[src/rtl/gpr_wb_select_reg.sv]
// rtl/gpr_wb_select_reg.sv - registered GPR write-back stage: source select, load extension, write strobe.
// Optional forwarding port enabled by defining WB_BYPASS_EN.
module gpr_wb_select_reg #(
  parameter int WIDTH    = 32,
  parameter int NUM_SRC  = 6,
  parameter int SEL_W    = 3,
  parameter int ADDR_W   = 5,
  parameter int LOAD_SEL = 1
) (
  input  logic                     clk,
  input  logic                     rst,
  input  logic [NUM_SRC*WIDTH-1:0] src_data,
  input  logic [SEL_W-1:0]         sel,
  input  logic [2:0]               ext_mode,
  input  logic [1:0]               byte_off,
  input  logic [ADDR_W-1:0]        wb_addr,
  input  logic                     wb_req,
  output logic                     wb_ready,
  input  logic                     gpr_stall,
  output logic                     gpr_we,
  output logic [ADDR_W-1:0]        gpr_waddr,
  output logic [WIDTH-1:0]         gpr_wdata,
  output logic                     fwd_valid,
  output logic [ADDR_W-1:0]        fwd_addr,
  output logic [WIDTH-1:0]         fwd_data
);

  typedef enum logic {IDLE, WRITE} state_t;

  localparam logic [SEL_W-1:0] LOAD_SEL_V = SEL_W'(LOAD_SEL);

  localparam logic [2:0] EXT_LB  = 3'b001;
  localparam logic [2:0] EXT_LBU = 3'b010;
  localparam logic [2:0] EXT_LH  = 3'b011;
  localparam logic [2:0] EXT_LHU = 3'b100;

  state_t            state, state_nxt;
  logic [ADDR_W-1:0] cap_addr, cap_addr_nxt;
  logic [WIDTH-1:0]  cap_data, cap_data_nxt;

  logic [WIDTH-1:0]  src_word;
  logic [7:0]        lane_byte;
  logic [15:0]       lane_half;
  logic [WIDTH-1:0]  ext_word;

  // Out-of-range selects fall back to the last source.
  always_comb begin
    src_word = src_data[(NUM_SRC-1)*WIDTH +: WIDTH];
    for (int k = 0; k < NUM_SRC; k++) begin
      if (32'(sel) == k) src_word = src_data[k*WIDTH +: WIDTH];
    end
  end

  assign lane_byte = src_word[{byte_off, 3'b000} +: 8];
  assign lane_half = src_word[{byte_off[1], 4'b0000} +: 16];

  always_comb begin
    ext_word = src_word;
    if (sel == LOAD_SEL_V) begin
      case (ext_mode)
        EXT_LB:  ext_word = {{(WIDTH-8){lane_byte[7]}}, lane_byte};
        EXT_LBU: ext_word = {{(WIDTH-8){1'b0}}, lane_byte};
        EXT_LH:  ext_word = {{(WIDTH-16){lane_half[15]}}, lane_half};
        EXT_LHU: ext_word = {{(WIDTH-16){1'b0}}, lane_half};
        default: ext_word = src_word;
      endcase
    end
  end

  always_ff @(posedge clk or posedge rst) begin
    if (rst) begin
      state    <= IDLE;
      cap_addr <= '0;
      cap_data <= '0;
    end else begin
      state    <= state_nxt;
      cap_addr <= cap_addr_nxt;
      cap_data <= cap_data_nxt;
    end
  end

  // Requests arriving while a write is pending are dropped, not queued.
  always_comb begin
    state_nxt    = state;
    cap_addr_nxt = cap_addr;
    cap_data_nxt = cap_data;
    wb_ready     = 1'b0;
    gpr_we       = 1'b0;
    case (state)
      IDLE: begin
        wb_ready = 1'b1;
        if (wb_req) begin
          cap_addr_nxt = wb_addr;
          cap_data_nxt = ext_word;
          state_nxt    = WRITE;
        end
      end
      WRITE: begin
        gpr_we = (cap_addr != '0);
        if (!gpr_stall) state_nxt = IDLE;
      end
      default: state_nxt = IDLE;
    endcase
  end

  assign gpr_waddr = cap_addr;
  assign gpr_wdata = cap_data;

`ifdef WB_BYPASS_EN
  assign fwd_valid = (state == WRITE) && (cap_addr != '0);
  assign fwd_addr  = fwd_valid ? cap_addr : '0;
  assign fwd_data  = fwd_valid ? cap_data : '0;
`else
  assign fwd_valid = 1'b0;
  assign fwd_addr  = '0;
  assign fwd_data  = '0;
`endif

endmodule

[config.mk]
export PLATFORM = sky130hd
export DESIGN_NAME = gpr_wb_select_reg
export DESIGN_NICKNAME = d
export VERILOG_FILES = /design/src/rtl/gpr_wb_select_reg.sv
export SDC_FILE = /design/constraint.sdc
export NUM_CORES = 1
export LEC_CHECK = 0
export ABC_CLOCK_PERIOD_IN_PS = 1600
export BUFFER_PORTS_ARGS = -buffer_cell sky130_fd_sc_hd__buf_2
export CORE_MARGIN = 5
export CORE_UTILIZATION = 39
export DETAILED_ROUTE_END_ITERATION = 7
export PLACE_DENSITY = 0.91
export SYNTH_ARGS = -nofsm -noshare
export SYNTH_HDL_FRONTEND = slang
export SYNTH_SLANG_ARGS = --single-unit
[constraint.sdc]
create_clock -name clk -period 1.6 [get_ports clk]
set_input_delay 0.32 -clock clk [delete_from_list [all_inputs] [get_ports clk]]
set_output_delay 0.32 -clock clk [all_outputs]
set_load 0.02 [all_outputs]
==> key figures, run 1 <==
Run status
  • Outcome: complete, but fails checks
  • Violations in the final reports: setup timing

Placement
  • GPL Wtd Cong: 0.968
  • Placed wire-length estimate after detailed placement: 15.3 mm
  • Number of port buffers: 247
  • Number of placed cells counting well taps: 919

Clocking
  • Clock network latency to the later pin of the worst-skew pair: 0.30 ns
  • CTS tree: built
  • H-tree levels: 2
  • Number of clock sinks seen by CTS: 38
  • Clock root cell: sky130_fd_sc_hd__clkbuf_8
  • Total clock buffers created by CTS: 5
  • Clk slew on worst S/H paths: 0.08 ns
  • CTS Hold Bufs: 0
  • Clock buffer depth: 2

Setup path
  • Flop-to-flop setup slack: 0 ns
  • CP top delay family: compound AO/OA/AOI/OAI gates
  • Required time at the worst-slack endpoint: 1.80 ns
  • Type of destination of the critical path: register
  • Crit-path max cell delay: 0.40 ns
  • Number of cell instances on the worst register-to-register path: 6
  • Startpoint of the lowest-slack register-to-register path: state
  • Worst setup SP type: primary input
  • Endpoint of the most critical register-to-register path: gpr_wdata[3]
  • Buffers & Inverters on Critical Path: 4
  • Cell type with the highest occurrence count on the critical path: sky130_fd_sc_hd__buf_6
  • Cell at the slowest stage of the critical path: sky130_fd_sc_hd__or3b_4
  • Worst Path Arrival: 2.11 ns
  • Critical-path cell list: buf_12, buf_8, or3b_4, a311oi_2, o21ai_2, nand4_4, buf_6, a21oi_4, buf_6, a221oi_2
  • WS Path Type: in -> reg
  • Highest fanout seen on the critical path: 7

Final layout
  • Post-layout instance count excluding filler cells: 964
  • Layout Area Growth over Synthesis: 69.4%
  • Share of post-route cells with drive strength above 1: 59.4%
  • ANT cells: 0
  • Final net count: 1036
  • Commonest non-fill, non-tap cell in the layout: sky130_fd_sc_hd__buf_2
  • Most frequent cells in the layout: 242 x sky130_fd_sc_hd__buf_2, 89 x sky130_fd_sc_hd__buf_4, 55 x sky130_fd_sc_hd__nand2_1, 38 x sky130_fd_sc_hd__conb_1, 38 x sky130_fd_sc_hd__dfrtp_1

Route
  • Detailed-route wire length per cell: 21.8 um
  • DRC errors left: 0
  • Antenna Violating Nets Remaining: 0
  • Routed WL: 21.0 mm
  • Total via count in the routed design: 5600
  • Count of TritonRoute iterations in the first routing pass: 5
  • Number of violations reported at the end of detailed-routing iteration 0: 566
  • Via density: 5.81

Power and ir drop
  • Fraction of power consumed by sequential logic: 26.2%
  • Leakage power figure: 0.00339 uW
  • Proportion of total power due to net switching: 39.5%
  • Net load switching power: 2020 uW
  • Cell-internal power: 3090 uW
  • Power density of the placed cells: 719 nW/um^2
  • Worst voltage drop across the vdd grid: 0.412 mV
  • Relative contribution of the clock network to total power: 20.0%
  • Part of the power in combinational logic: 53.8%

Logic synthesis
  • YS warnings: 0
  • Synthesized area: 4190 sq um
  • Share of synthesized flip-flops with an asynchronous set or reset: 100%
  • Number of instances in the synthesized netlist: 490
  • Portion of the post-synthesis area used by sequential elements: 22.7%
  • Synth Area in Simple Gates: 15.1%
  • Avg Inst Size Synth: 8.56 sq um
  • Count of different cell masters after synthesis: 60
  • Number of flops mapped to enable cells by yosys: 0
  • Post-Synth XOR/XNOR Area: 0.209%
  • Prevailing post-synth register cell: sky130_fd_sc_hd__dfrtp_1
  • Proportion of synthesized area in mux cells: 20.7%
  • Combinational family with the most area after synthesis: compound AO/OA/AOI/OAI gates
  • Complex-gate fraction of the synthesized area: 28.1%
  • Number of flip-flops and latches in the synthesized netlist: 38
  • Adder-cell share of the synthesized area: 0%

Floorplanning
  • Die footprint: 12900 sq um
  • Core Region: 10400 sq um
  • Y dimension of the die: 114 um
  • Floorplan row count: 37
  • Initial core utilization: 40.3%
  • Ports: 286
  • Die width: 114 um

Hold path
  • Kind of path behind the tightest hold check: in -> async

Global routing
  • Most crowded layer after global routing: met2
  • Total global-route track usage: 30.1%
  • Maximum number of pins on one net before global-route repair: 39
  • Initial antenna violation count: 0
  • Global-route wire length before repair: 30.4 mm
  • Congestion Overflow GR: 0
  • Met3 Track Usage GR: 6.37%
  • Number of global-route vias before repair: 5694
  • GR Util met2: 52.6%
  • Global-route track usage on met1: 34.8%

Timing
  • Final critical-path required period: 1.91 ns
  • Worst hold slack after final layout: 0.129 ns
  • Summed negative setup slack over all endpoints: -5.43 ns
  • Fin Clk Skew: 0.00503 ns
  • Worst slew pin tran: 0.707 ns
  • Pins Over Slew Limit: 0
  • Number of hold violations in the final report: 0
  • Max_slew headroom: 52.8%
  • Post-route clock period utilization: 119%
  • RSZ-0062 raised after global routing: true
  • Final setup violation count: 31
  • Least setup slack across all paths after layout: -0.312 ns
  • Fmax: 0.523 GHz

Run
  • Max-capacitance violation count: 0
==> worst reg2reg max path, stage by stage, from the launching register on <==
cell	delay, ns
sky130_fd_sc_hd__dfrtp_1	0.41
sky130_fd_sc_hd__nor2b_2	0.24
sky130_fd_sc_hd__buf_6	0.22
sky130_fd_sc_hd__buf_4	0.22
sky130_fd_sc_hd__o211ai_1	0.18
sky130_fd_sc_hd__o22ai_1	0.16
sky130_fd_sc_hd__a31oi_1	0.06
==> through the flow <==
stage | utilization (%) | total power, uW | worst slack, ns | cell area, sq um
final | 68.2 | 5110 | -0.312 | 7100
after CTS | 65.7 | 4960 | -0.165 | 6850
after detailed placement | 57.4 | 3680 | -0.743 | 5980
after global placement | 57.4 | 3630 | -0.692 | 5980
after floorplan | - | 2720 | -0.391 | 4440
after global routing | 68.2 | 5350 | -0.326 | 7100
==> synth_stat cells, types with 2 or more instances <==
cell type,count,area [sq um]
sky130_fd_sc_hd__a211oi_1,10,75.1
sky130_fd_sc_hd__nand2_1,58,218
sky130_fd_sc_hd__a221oi_1,5,43.8
sky130_fd_sc_hd__nand3_1,2,10.0
sky130_fd_sc_hd__clkbuf_1,12,45.0
sky130_fd_sc_hd__inv_1,8,30.0
sky130_fd_sc_hd__nor2_2,7,43.8
sky130_fd_sc_hd__buf_6,5,56.3
sky130_fd_sc_hd__o31ai_1,2,15.0
sky130_fd_sc_hd__o21ai_0,41,205
sky130_fd_sc_hd__nor3b_1,2,15.0
sky130_fd_sc_hd__o21a_1,7,52.6
sky130_fd_sc_hd__a2bb2oi_1,3,26.3
sky130_fd_sc_hd__o2bb2ai_1,2,17.5
sky130_fd_sc_hd__a22oi_1,6,45.0
sky130_fd_sc_hd__o21ai_1,2,10.0
sky130_fd_sc_hd__nor2_1,30,113
sky130_fd_sc_hd__and3_1,2,12.5
sky130_fd_sc_hd__a221o_1,4,40.0
sky130_fd_sc_hd__a21oi_1,27,135
sky130_fd_sc_hd__mux4_2,20,450
sky130_fd_sc_hd__buf_4,44,330
sky130_fd_sc_hd__a31o_2,5,43.8
sky130_fd_sc_hd__nand3b_1,5,37.5
sky130_fd_sc_hd__a31oi_1,6,37.5
sky130_fd_sc_hd__o22ai_1,16,100
sky130_fd_sc_hd__o221ai_1,2,17.5
sky130_fd_sc_hd__or3b_2,2,17.5
sky130_fd_sc_hd__o311a_1,3,30.0
sky130_fd_sc_hd__nor2b_1,8,50.1
sky130_fd_sc_hd__a211oi_2,5,62.6
sky130_fd_sc_hd__o211ai_1,8,60.1
sky130_fd_sc_hd__nand2b_1,5,31.3
sky130_fd_sc_hd__o311ai_0,2,17.5
sky130_fd_sc_hd__o2111ai_1,3,26.3
sky130_fd_sc_hd__mux2i_1,34,340
sky130_fd_sc_hd__mux2_2,7,78.8
sky130_fd_sc_hd__dfrtp_1,38,951
sky130_fd_sc_hd__buf_2,16,80.1
sky130_fd_sc_hd__and2_1,6,37.5
==> flip-flops by register name, indices dropped and copies added, names as in the netlist <==
register,flops
gpr_waddr,5
gpr_wdata,32
state,1
==> cells by family after synthesis <==
family          after synthesis
buf+inv                      87
mux                          61
compound gates              170
simple gates                132
flops                        38
xor+xnor                      1
other cells                   1
==> worst max path at each step <==
stage / startpoint / end / slack, ns / cells past startpoint
3_5_place_dp: sel[1] / gpr_wdata[15] / -0.74 / 8
2_1_floorplan: sel[2] / gpr_wdata[31] / -0.39 / 8
5_1_grt: sel[1] / gpr_wdata[11] / -0.33 / 10
3_3_place_gp: sel[2] / gpr_wdata[14] / -0.69 / 8
6_report: sel[1] / gpr_wdata[11] / -0.31 / 10
4_1_cts: src_data[71] / gpr_wdata[22] / -0.17 / 8
==> cell type report <==
type,count,area [sq um]
Clock buffer,6,82.6
Clock inverter,2,60.1
Fill cell,806,3310
Inverter,9,36.3
Multi-Input combinational cell,402,3250
Sequential cell,38,951
Tap cell,136,170
Timing Repair Buffer,371,2550
==> per-layer routing <==
layer | vias up | part of all wire [%] | wire length, um
li1 | 2449 | - | -
met2 | 423 | 49 | 10400
met5 | - | 0 | 0
met1 | 2632 | 35 | 7370
met4 | 0 | 5.2 | 1100
met3 | 96 | 10 | 2150
==> power groups by stage <==
stage,clock network (uW),registers (uW),logic [uW]
after global placement,0,1340,2290
after detailed placement,0,1350,2330
after CTS,1030,1340,2590
after floorplan,0,1620,1100
final,1020,1340,2750
after global routing,1070,1370,2910
==> timing repair <==
action                     CTS  global route
cloned                       5             1
setup endpoints to repair   32            32
setup buffers               27             4
gates resized for setup     94            42
pin swaps                   35            23
No activity file was read; power rests on OpenSTA's default activity.
==> inputs of run 2 (changes only) <==
--- a/config.mk
+++ b/config.mk
@@ -10,7 +10,7 @@
 export CORE_MARGIN = 5
 export CORE_UTILIZATION = 39
 export DETAILED_ROUTE_END_ITERATION = 7
-export PLACE_DENSITY = 0.91
+export PLACE_DENSITY = 0.82
 export SYNTH_ARGS = -nofsm -noshare
 export SYNTH_HDL_FRONTEND = slang
 export SYNTH_SLANG_ARGS = --single-unit
==> run 2 against run 1 <==
Effect of this change: worst hold slack gained 0.011 ns; combinational power is 4% lower; fmax increased by 2.9%; clock skew grew 0.0013 ns; die area did not move; sequential share of layout area up 0.40 points; count of clock-buffer cells in the layout decreased by 1; the run still ends with setup timing left.
==> key figures, run 2 (synthesis gave the netlist of run 1 again) <==
Setup path
  • Type of destination of the critical path: register
  • Required time at the worst-slack endpoint: 1.78 ns (-0.02 ns)
  • WS Path Type: in -> reg
  • Critical-path cell list: buf_12, inv_4, mux4_2, o21ai_2, nand4_4, buf_6, a221oi_4, buf_12, a211oi_1
  • Cell at the slowest stage of the critical path: sky130_fd_sc_hd__mux4_2
  • Worst Path Arrival: 2.03 ns (-0.08 ns)
  • CP top delay family: multiplexers
  • Worst setup SP type: primary input
  • Buffers & Inverters on Critical Path: 4 (unchanged)
  • Crit-path max cell delay: 0.53 ns (+0.13 ns)
  • Highest fanout seen on the critical path: 16 (+9)
  • Cell type with the highest occurrence count on the critical path: sky130_fd_sc_hd__buf_12

Run
  • Max-capacitance violation count: 0 (unchanged)

Global routing
  • Maximum number of pins on one net before global-route repair: 39 (unchanged)
  • Initial antenna violation count: 1 (+1)
  • Global-route wire length before repair: 28.5 mm (-6.5%)
  • Congestion Overflow GR: 0 (unchanged)
  • Number of global-route vias before repair: 5297 (-7.0%)
  • Total global-route track usage: 27.9% (-2.2 points)

Route
  • Number of violations reported at the end of detailed-routing iteration 0: 544 (-3.9%)
  • Routed WL: 19.5 mm (-7.1%)
  • Detailed-route wire length per cell: 20.5 um (-5.7%)
  • Total via count in the routed design: 5368 (-4.1%)
  • Count of TritonRoute iterations in the first routing pass: 5 (unchanged)
  • Antenna Violating Nets Remaining: 0 (unchanged)
  • Via density: 5.65 (-2.7%)
  • DRC errors left: 0 (unchanged)

Floorplanning
  • Initial core utilization: 40.3% (unchanged)
  • Die footprint: 12900 sq um (unchanged)
  • Ports: 286 (unchanged)
  • Floorplan row count: 37 (unchanged)
  • Die width: 114 um (unchanged)
  • Y dimension of the die: 114 um (unchanged)
  • Core Region: 10400 sq um (unchanged)

Final layout
  • Largest register FFs: 32 (unchanged)
  • Most frequent cells in the layout: 242 x sky130_fd_sc_hd__buf_2, 76 x sky130_fd_sc_hd__buf_4, 56 x sky130_fd_sc_hd__nand2_1, 38 x sky130_fd_sc_hd__conb_1, 38 x sky130_fd_sc_hd__dfrtp_1
  • Layout Area Growth over Synthesis: 64.5%
  • Commonest non-fill, non-tap cell in the layout: sky130_fd_sc_hd__buf_2
  • Share of post-route cells with drive strength above 1: 58.2% (-1.2 points)
  • Final net count: 1021 (-1.4%)
  • Post-route cell area: 6900 sq um (-2.9%)

Placement
  • Placement Cell Area: 5910 sq um (-1.1%)
  • Post-Place Setup Slack: -0.711 ns (+0.0320 ns)
  • GPL Wtd Cong: 0.899 (-7.2%)
  • Placed wire-length estimate after detailed placement: 14.6 mm (-4.3%)
  • Number of port buffers: 247 (unchanged)

Timing
  • Fmax: 0.538 GHz (+2.9%)
  • Max_slew headroom: 65.3% (+13 points)
  • Final setup violation count: 30 (-3.2%)
  • Number of hold violations in the final report: 0 (unchanged)
  • Least setup slack across all paths after layout: -0.257 ns (+0.0545 ns)
  • Summed negative setup slack over all endpoints: -5.98 ns (-0.546 ns)
  • Post-route clock period utilization: 116% (-3.4 points)
  • Worst slew pin tran: 0.519 ns (-0.188 ns)
  • Fin Clk Skew: 0.00632 ns (+0.00129 ns)
  • Pins Over Slew Limit: 0 (unchanged)
  • RSZ-0062 raised after global routing: true
  • Final critical-path required period: 1.86 ns (-0.0545 ns)
  • Worst hold slack after final layout: 0.140 ns (+0.0112 ns)

Power and ir drop
  • Overall power after layout: 4950 uW (-3.0%)
  • Leakage power figure: 0.00330 uW (-2.8%)
  • Worst voltage drop across the vdd grid: 0.508 mV (+23%)
  • Power density of the placed cells: 718 nW/um^2 (-0.12%)

Clocking
  • Clock root cell: sky130_fd_sc_hd__clkbuf_8
  • H-tree levels: 2 (unchanged)
  • Clk slew on worst S/H paths: 0.08 ns (about the same)
  • Clock network latency to the later pin of the worst-skew pair: 0.29 ns (about the same)
  • Total clock buffers created by CTS: 5 (unchanged)
  • CTS Hold Bufs: 0 (unchanged)
  • CTS tree: built
  • Number of clock sinks seen by CTS: 38 (unchanged)
  • Clock buffer depth: 2 (unchanged)

Run status
  • Outcome: complete, but fails checks
  • Violations in the final reports: setup timing

Hold path
  • Kind of path behind the tightest hold check: in -> async
-- run 2: cell types whose count changed in the layout (fill, tap and decap cells not counted), moves of 3 or more --
cell,delta
sky130_fd_sc_hd__buf_4,-13
sky130_fd_sc_hd__o21ai_0,+7
sky130_fd_sc_hd__a21oi_1,-5
sky130_fd_sc_hd__a21oi_2,+5
sky130_fd_sc_hd__o21ai_2,-4
sky130_fd_sc_hd__buf_6,-3
sky130_fd_sc_hd__bufbuf_16,-3
sky130_fd_sc_hd__o21ai_1,-3
-- run 2: worst register-to-register path, cell delays in order (launching register included) --
cell and delay [ns]:
sky130_fd_sc_hd__dfrtp_1 0.41, sky130_fd_sc_hd__nor2b_2 0.24, sky130_fd_sc_hd__nand2_1 0.16, sky130_fd_sc_hd__buf_4 0.19, sky130_fd_sc_hd__a221oi_4 0.22, sky130_fd_sc_hd__buf_12 0.19, sky130_fd_sc_hd__a211oi_1 0.06
-- run 2: path summary, 6_finish.rpt --
kind | startpoint | end | slack, ns | depth (start not counted)
max | sel[1] | gpr_wdata[19] | -0.26 | 9
min | rst | gpr_waddr[2] | 0.14 | 3
max reg2reg | state | gpr_wdata[19] | 0.01 | 6
min reg2reg | gpr_waddr[2] | gpr_waddr[2] | 0.50 | 2
max in group asynchronous | rst | gpr_wdata[4] | 1.12 | 3
min in group clk | wb_addr[0] | gpr_waddr[0] | 0.22 | 3
-- run 2: area by class of cell --
class / count / area, sq um
clock inverter: 3 / 68.8
multi-input combinational: 402 / 3180
inverter: 9 / 36.3
antenna: 1 / 2.50
tap: 136 / 170
clock buffer: 5 / 68.8
fill: 875 / 3520
timing repair buffer: 356 / 2420
sequential: 38 / 951
-- run 2: per-layer routing --
metal / share of wire [%] / track usage [%] / routed length (um)
met1: 37 / 35.1 / 7250
met5: 0 / 0 / 0
met4: 3.3 / 9.94 / 637
met3: 9.6 / 4.88 / 1880
met2: 50 / 48.0 / 9730
-- run 2: power by group --
part | internal (uW) | leakage (uW) | switching (uW)
Clock | 625 | 0.0000683 | 359
Combinational | 1180 | 0.00280 | 1440
Sequential | 1190 | 0.000432 | 147
-- run 2: repair_timing --
| item | CTS | global route |
|---|---|---|
| buffers inserted | 17 | 8 |
| pin swaps | 29 | 32 |
| cloned | 6 | 2 |
| setup endpoints to repair | 31 | 32 |
| gates resized for setup | 73 | 50 |
| endpoints found under the hold margin | 0 | 0 |
-- run 2: through the flow --
step	std cells	util (%)
after floorplan	527	-
after global placement	910	56.7
after detailed placement	910	56.7
after CTS	941	63.3
after global routing	950	66.2
final	950	66.2
==> inputs of run 3 (changes only) <==
==> config.mk (replaced) <==
export PLATFORM = sky130hd
export DESIGN_NAME = gpr_wb_select_reg
export DESIGN_NICKNAME = d
export VERILOG_FILES = /design/src/rtl/gpr_wb_select_reg.sv
export SDC_FILE = /design/constraint.sdc
export NUM_CORES = 1
export LEC_CHECK = 0
export ABC_CLOCK_PERIOD_IN_PS = 1490
export BUFFER_PORTS_ARGS = -buffer_cell sky130_fd_sc_hd__buf_2
export CORE_AREA = 2 2 110 112
export DETAILED_ROUTE_END_ITERATION = 7
export DIE_AREA = 0 0 112 114
export PLACE_DENSITY = 0.77
export SYNTH_ARGS = -nofsm -noshare
export SYNTH_HDL_FRONTEND = slang
export SYNTH_SLANG_ARGS = --single-unit
==> constraint.sdc (replaced) <==
create_clock -name clk -period 1.49 [get_ports clk]
set_input_delay 0.298 -clock clk [delete_from_list [all_inputs] [get_ports clk]]
set_output_delay 0.298 -clock clk [all_outputs]
set_load 0.02 [all_outputs]
==> run 3 against run 2 <==
Effect of this change: the flow still finishes with violations (setup timing); count of clock-buffer cells in the layout grew 2; final area rose by 4.7%; worst hold slack worse by 0.011 ns; non-clock buffer count grew 29; cell count up 4.4%; via count is 0.22% lower; first-iteration DRC count is 24% lower; core utilization decreased by 4.6 points; sequential share of layout area fell by 0.61 points; critical path type unchanged; largest cell class unchanged; highest routed layer unchanged.
==> key figures, run 3 (synthesis gave the netlist of run 1 again) <==
Clocking
  • Total clock buffers created by CTS: 5 (unchanged)
  • CTS tree: built
  • Clk slew on worst S/H paths: 0.06 ns (-0.02 ns)
  • Clock network latency to the later pin of the worst-skew pair: 0.28 ns (about the same)
  • Clock root cell: sky130_fd_sc_hd__clkbuf_16
  • Number of clock sinks seen by CTS: 38 (unchanged)
  • H-tree levels: 2 (unchanged)
  • Clock buffer depth: 2 (unchanged)

Global routing
  • Total global-route track usage: 26.9% (-1.0 points)
  • Congestion Overflow GR: 0 (unchanged)
  • Global-route wire length before repair: 27.3 mm (-4.1%)
  • Number of global-route vias before repair: 5252 (-0.85%)
  • Initial antenna violation count: 3 (+2)
  • Maximum number of pins on one net before global-route repair: 39 (unchanged)

Route
  • Count of TritonRoute iterations in the first routing pass: 5 (unchanged)
  • DRC errors left: 0 (unchanged)
  • Total via count in the routed design: 5356 (-0.22%)
  • Number of violations reported at the end of detailed-routing iteration 0: 416 (-24%)
  • Detailed-route wire length per cell: 18.8 um (-8.6%)
  • Via density: 5.40 (-4.4%)
  • Routed WL: 18.6 mm (-4.5%)
  • Antenna Violating Nets Remaining: 0 (unchanged)

Final layout
  • Multi-input logic area: 3320 sq um (+4.6%)
  • Commonest non-fill, non-tap cell in the layout: sky130_fd_sc_hd__buf_2
  • Core utilization of the finished layout: 61.6% (-4.6 points)
  • Layout Area Growth over Synthesis: 72.2%
  • Post-route cell area: 7220 sq um (+4.7%)
  • Largest register FFs: 32 (unchanged)
  • Post-layout instance count excluding filler cells: 992 (+4.4%)
  • Share of post-route cells with drive strength above 1: 61.1% (+2.9 points)
  • Most frequent cells in the layout: 242 x sky130_fd_sc_hd__buf_2, 100 x sky130_fd_sc_hd__buf_4, 51 x sky130_fd_sc_hd__nand2_1, 38 x sky130_fd_sc_hd__conb_1, 38 x sky130_fd_sc_hd__dfrtp_1
  • Number of filler instances in the final layout: 971 (+11%)
  • FF/Latch Area: 951 sq um (unchanged)
  • Final net count: 1050 (+2.8%)

Power and ir drop
  • Leakage power figure: 0.00342 uW (+3.8%)
  • Power density of the placed cells: 752 nW/um^2 (+4.7%)
  • Worst voltage drop across the vdd grid: 0.550 mV (+8.1%)

Floorplanning
  • Ports: 286 (unchanged)
  • Initial core utilization: 35.8% (-4.5 points)
  • Core Region: 11700 sq um (+12%)
  • Die footprint: 12800 sq um (-1.2%)
  • Die width: 112 um (-1.5%)
  • Floorplan row count: 40 (+8.1%)
  • Y dimension of the die: 114 um (+0.28%)

Timing
  • Summed negative setup slack over all endpoints: -8.17 ns (-2.19 ns)
  • Pins Over Slew Limit: 0 (unchanged)
  • Least setup slack across all paths after layout: -0.313 ns (-0.0553 ns)
  • Fin Clk Skew: 0.00765 ns (+0.00133 ns)
  • Number of hold violations in the final report: 0 (unchanged)
  • Final setup violation count: 32 (+6.7%)
  • Fmax: 0.555 GHz
  • RSZ-0062 raised after global routing: true
  • Final critical-path required period: 1.80 ns
  • Post-route clock period utilization: 121%

Setup path
  • Worst Setup SP: sel[0]
  • Crit-path max cell delay: 0.36 ns (-0.17 ns)
  • Cell type with the highest occurrence count on the critical path: sky130_fd_sc_hd__a211oi_2
  • Startpoint of the lowest-slack register-to-register path: state
  • Highest fanout seen on the critical path: 8 (-8)
  • Critical-path cell list: buf_12, buf_4, nor4b_4, a211oi_2, o2111ai_2, nand4_2, a221oi_4, buf_6, a211oi_2
  • Worst Path Arrival: 1.96 ns (-0.07 ns)
  • Worst setup SP type: primary input
  • WS Path Type: in -> reg
  • Type of destination of the critical path: register
  • Cell at the slowest stage of the critical path: sky130_fd_sc_hd__a221oi_4
  • Required time at the worst-slack endpoint: 1.65 ns (-0.13 ns)

Placement
  • Placement Cell Area: 6150 sq um (+4.1%)
  • Number of placed cells counting well taps: 953 (+4.7%)
  • GPL Wtd Cong: 0.911 (+1.3%)
  • Placed wire-length estimate after detailed placement: 14.0 mm (-4.4%)
  • Number of port buffers: 247 (unchanged)
  • Post-Place Setup Slack: -0.684 ns (+0.0269 ns)

Run status
  • Outcome: complete, but fails checks
  • Violations in the final reports: setup timing

Run
  • Max-capacitance violation count: 0 (unchanged)

Hold path
  • Kind of path behind the tightest hold check: in -> async
## run 3: cell types whose count changed in the layout (fill, tap and decap cells not counted), sizes merged
| cell | change |
|---|---|
| buf | +30 |
| bufinv | -2 |
| clkbuf | +1 |
| diode | +3 |
| inv | -1 |
## run 3: timing repair
item | in CTS | in global routing
endpoints found under the setup margin | 32 | 32
buffers inserted | 20 | 6
hold endpoints to repair | 0 | 0
gates cloned | 5 | 1
pin swaps | 53 | 41
gates resized for setup | 96 | 62
hold buffers | 0 | 0
## run 3: path summary, 6_finish.rpt
path                                 end  slack (ns)  cells past startpoint
min in group clk            gpr_waddr[2]        0.22                      3
setup / recovery           gpr_wdata[17]       -0.31                      9
setup reg to reg           gpr_wdata[17]       -0.04                      6
hold reg to reg             gpr_waddr[2]        0.50                      2
max in group asynchronous   gpr_waddr[2]        1.01                      3
hold / removal             gpr_wdata[19]        0.13                      3
## run 3: area by class of cell
cell class	instances	share of cell area, %
Tap cell	147	2.55
Multi-Input combinational cell	402	46.1
Antenna cell	4	0.139
Clock buffer	7	1.84
Timing Repair Buffer	385	35.6
Inverter	9	0.641
Sequential cell	38	13.2
## run 3: power breakdown
part	switching, uW	internal [uW]	total, uW
logic	1610	1360	2970
clock network	395	612	1010
registers	169	1280	1450
total	2170	3260	5430
## run 3: metal layers
metal  up-vias  share of wire (%)  GRT usage [%]
li1       2478                  -              -
met3        44                7.5           3.99
met5         -                  0              0
met4         0                3.3           11.7
met2       299                 50           45.9
met1      2535                 39           34.0
## run 3: worst max-delay path: cells and delay by family
| family | cells | cell delay [ns] |
|---|---|---|
| AO/OA/AOI/OAI | 4 | 0.73 |
| buffers and inverters | 3 | 0.49 |
| AND/OR/NAND/NOR | 2 | 0.44 |
## run 3: per-stage QoR
step | total power, uW | hold WS [ns]
after detailed placement | 3960 | 0.448
after floorplan | 2920 | 0.403
after global routing | 5710 | 0.187
after CTS | 5240 | 0.154
after global placement | 3920 | 0.445
final | 5430 | 0.129
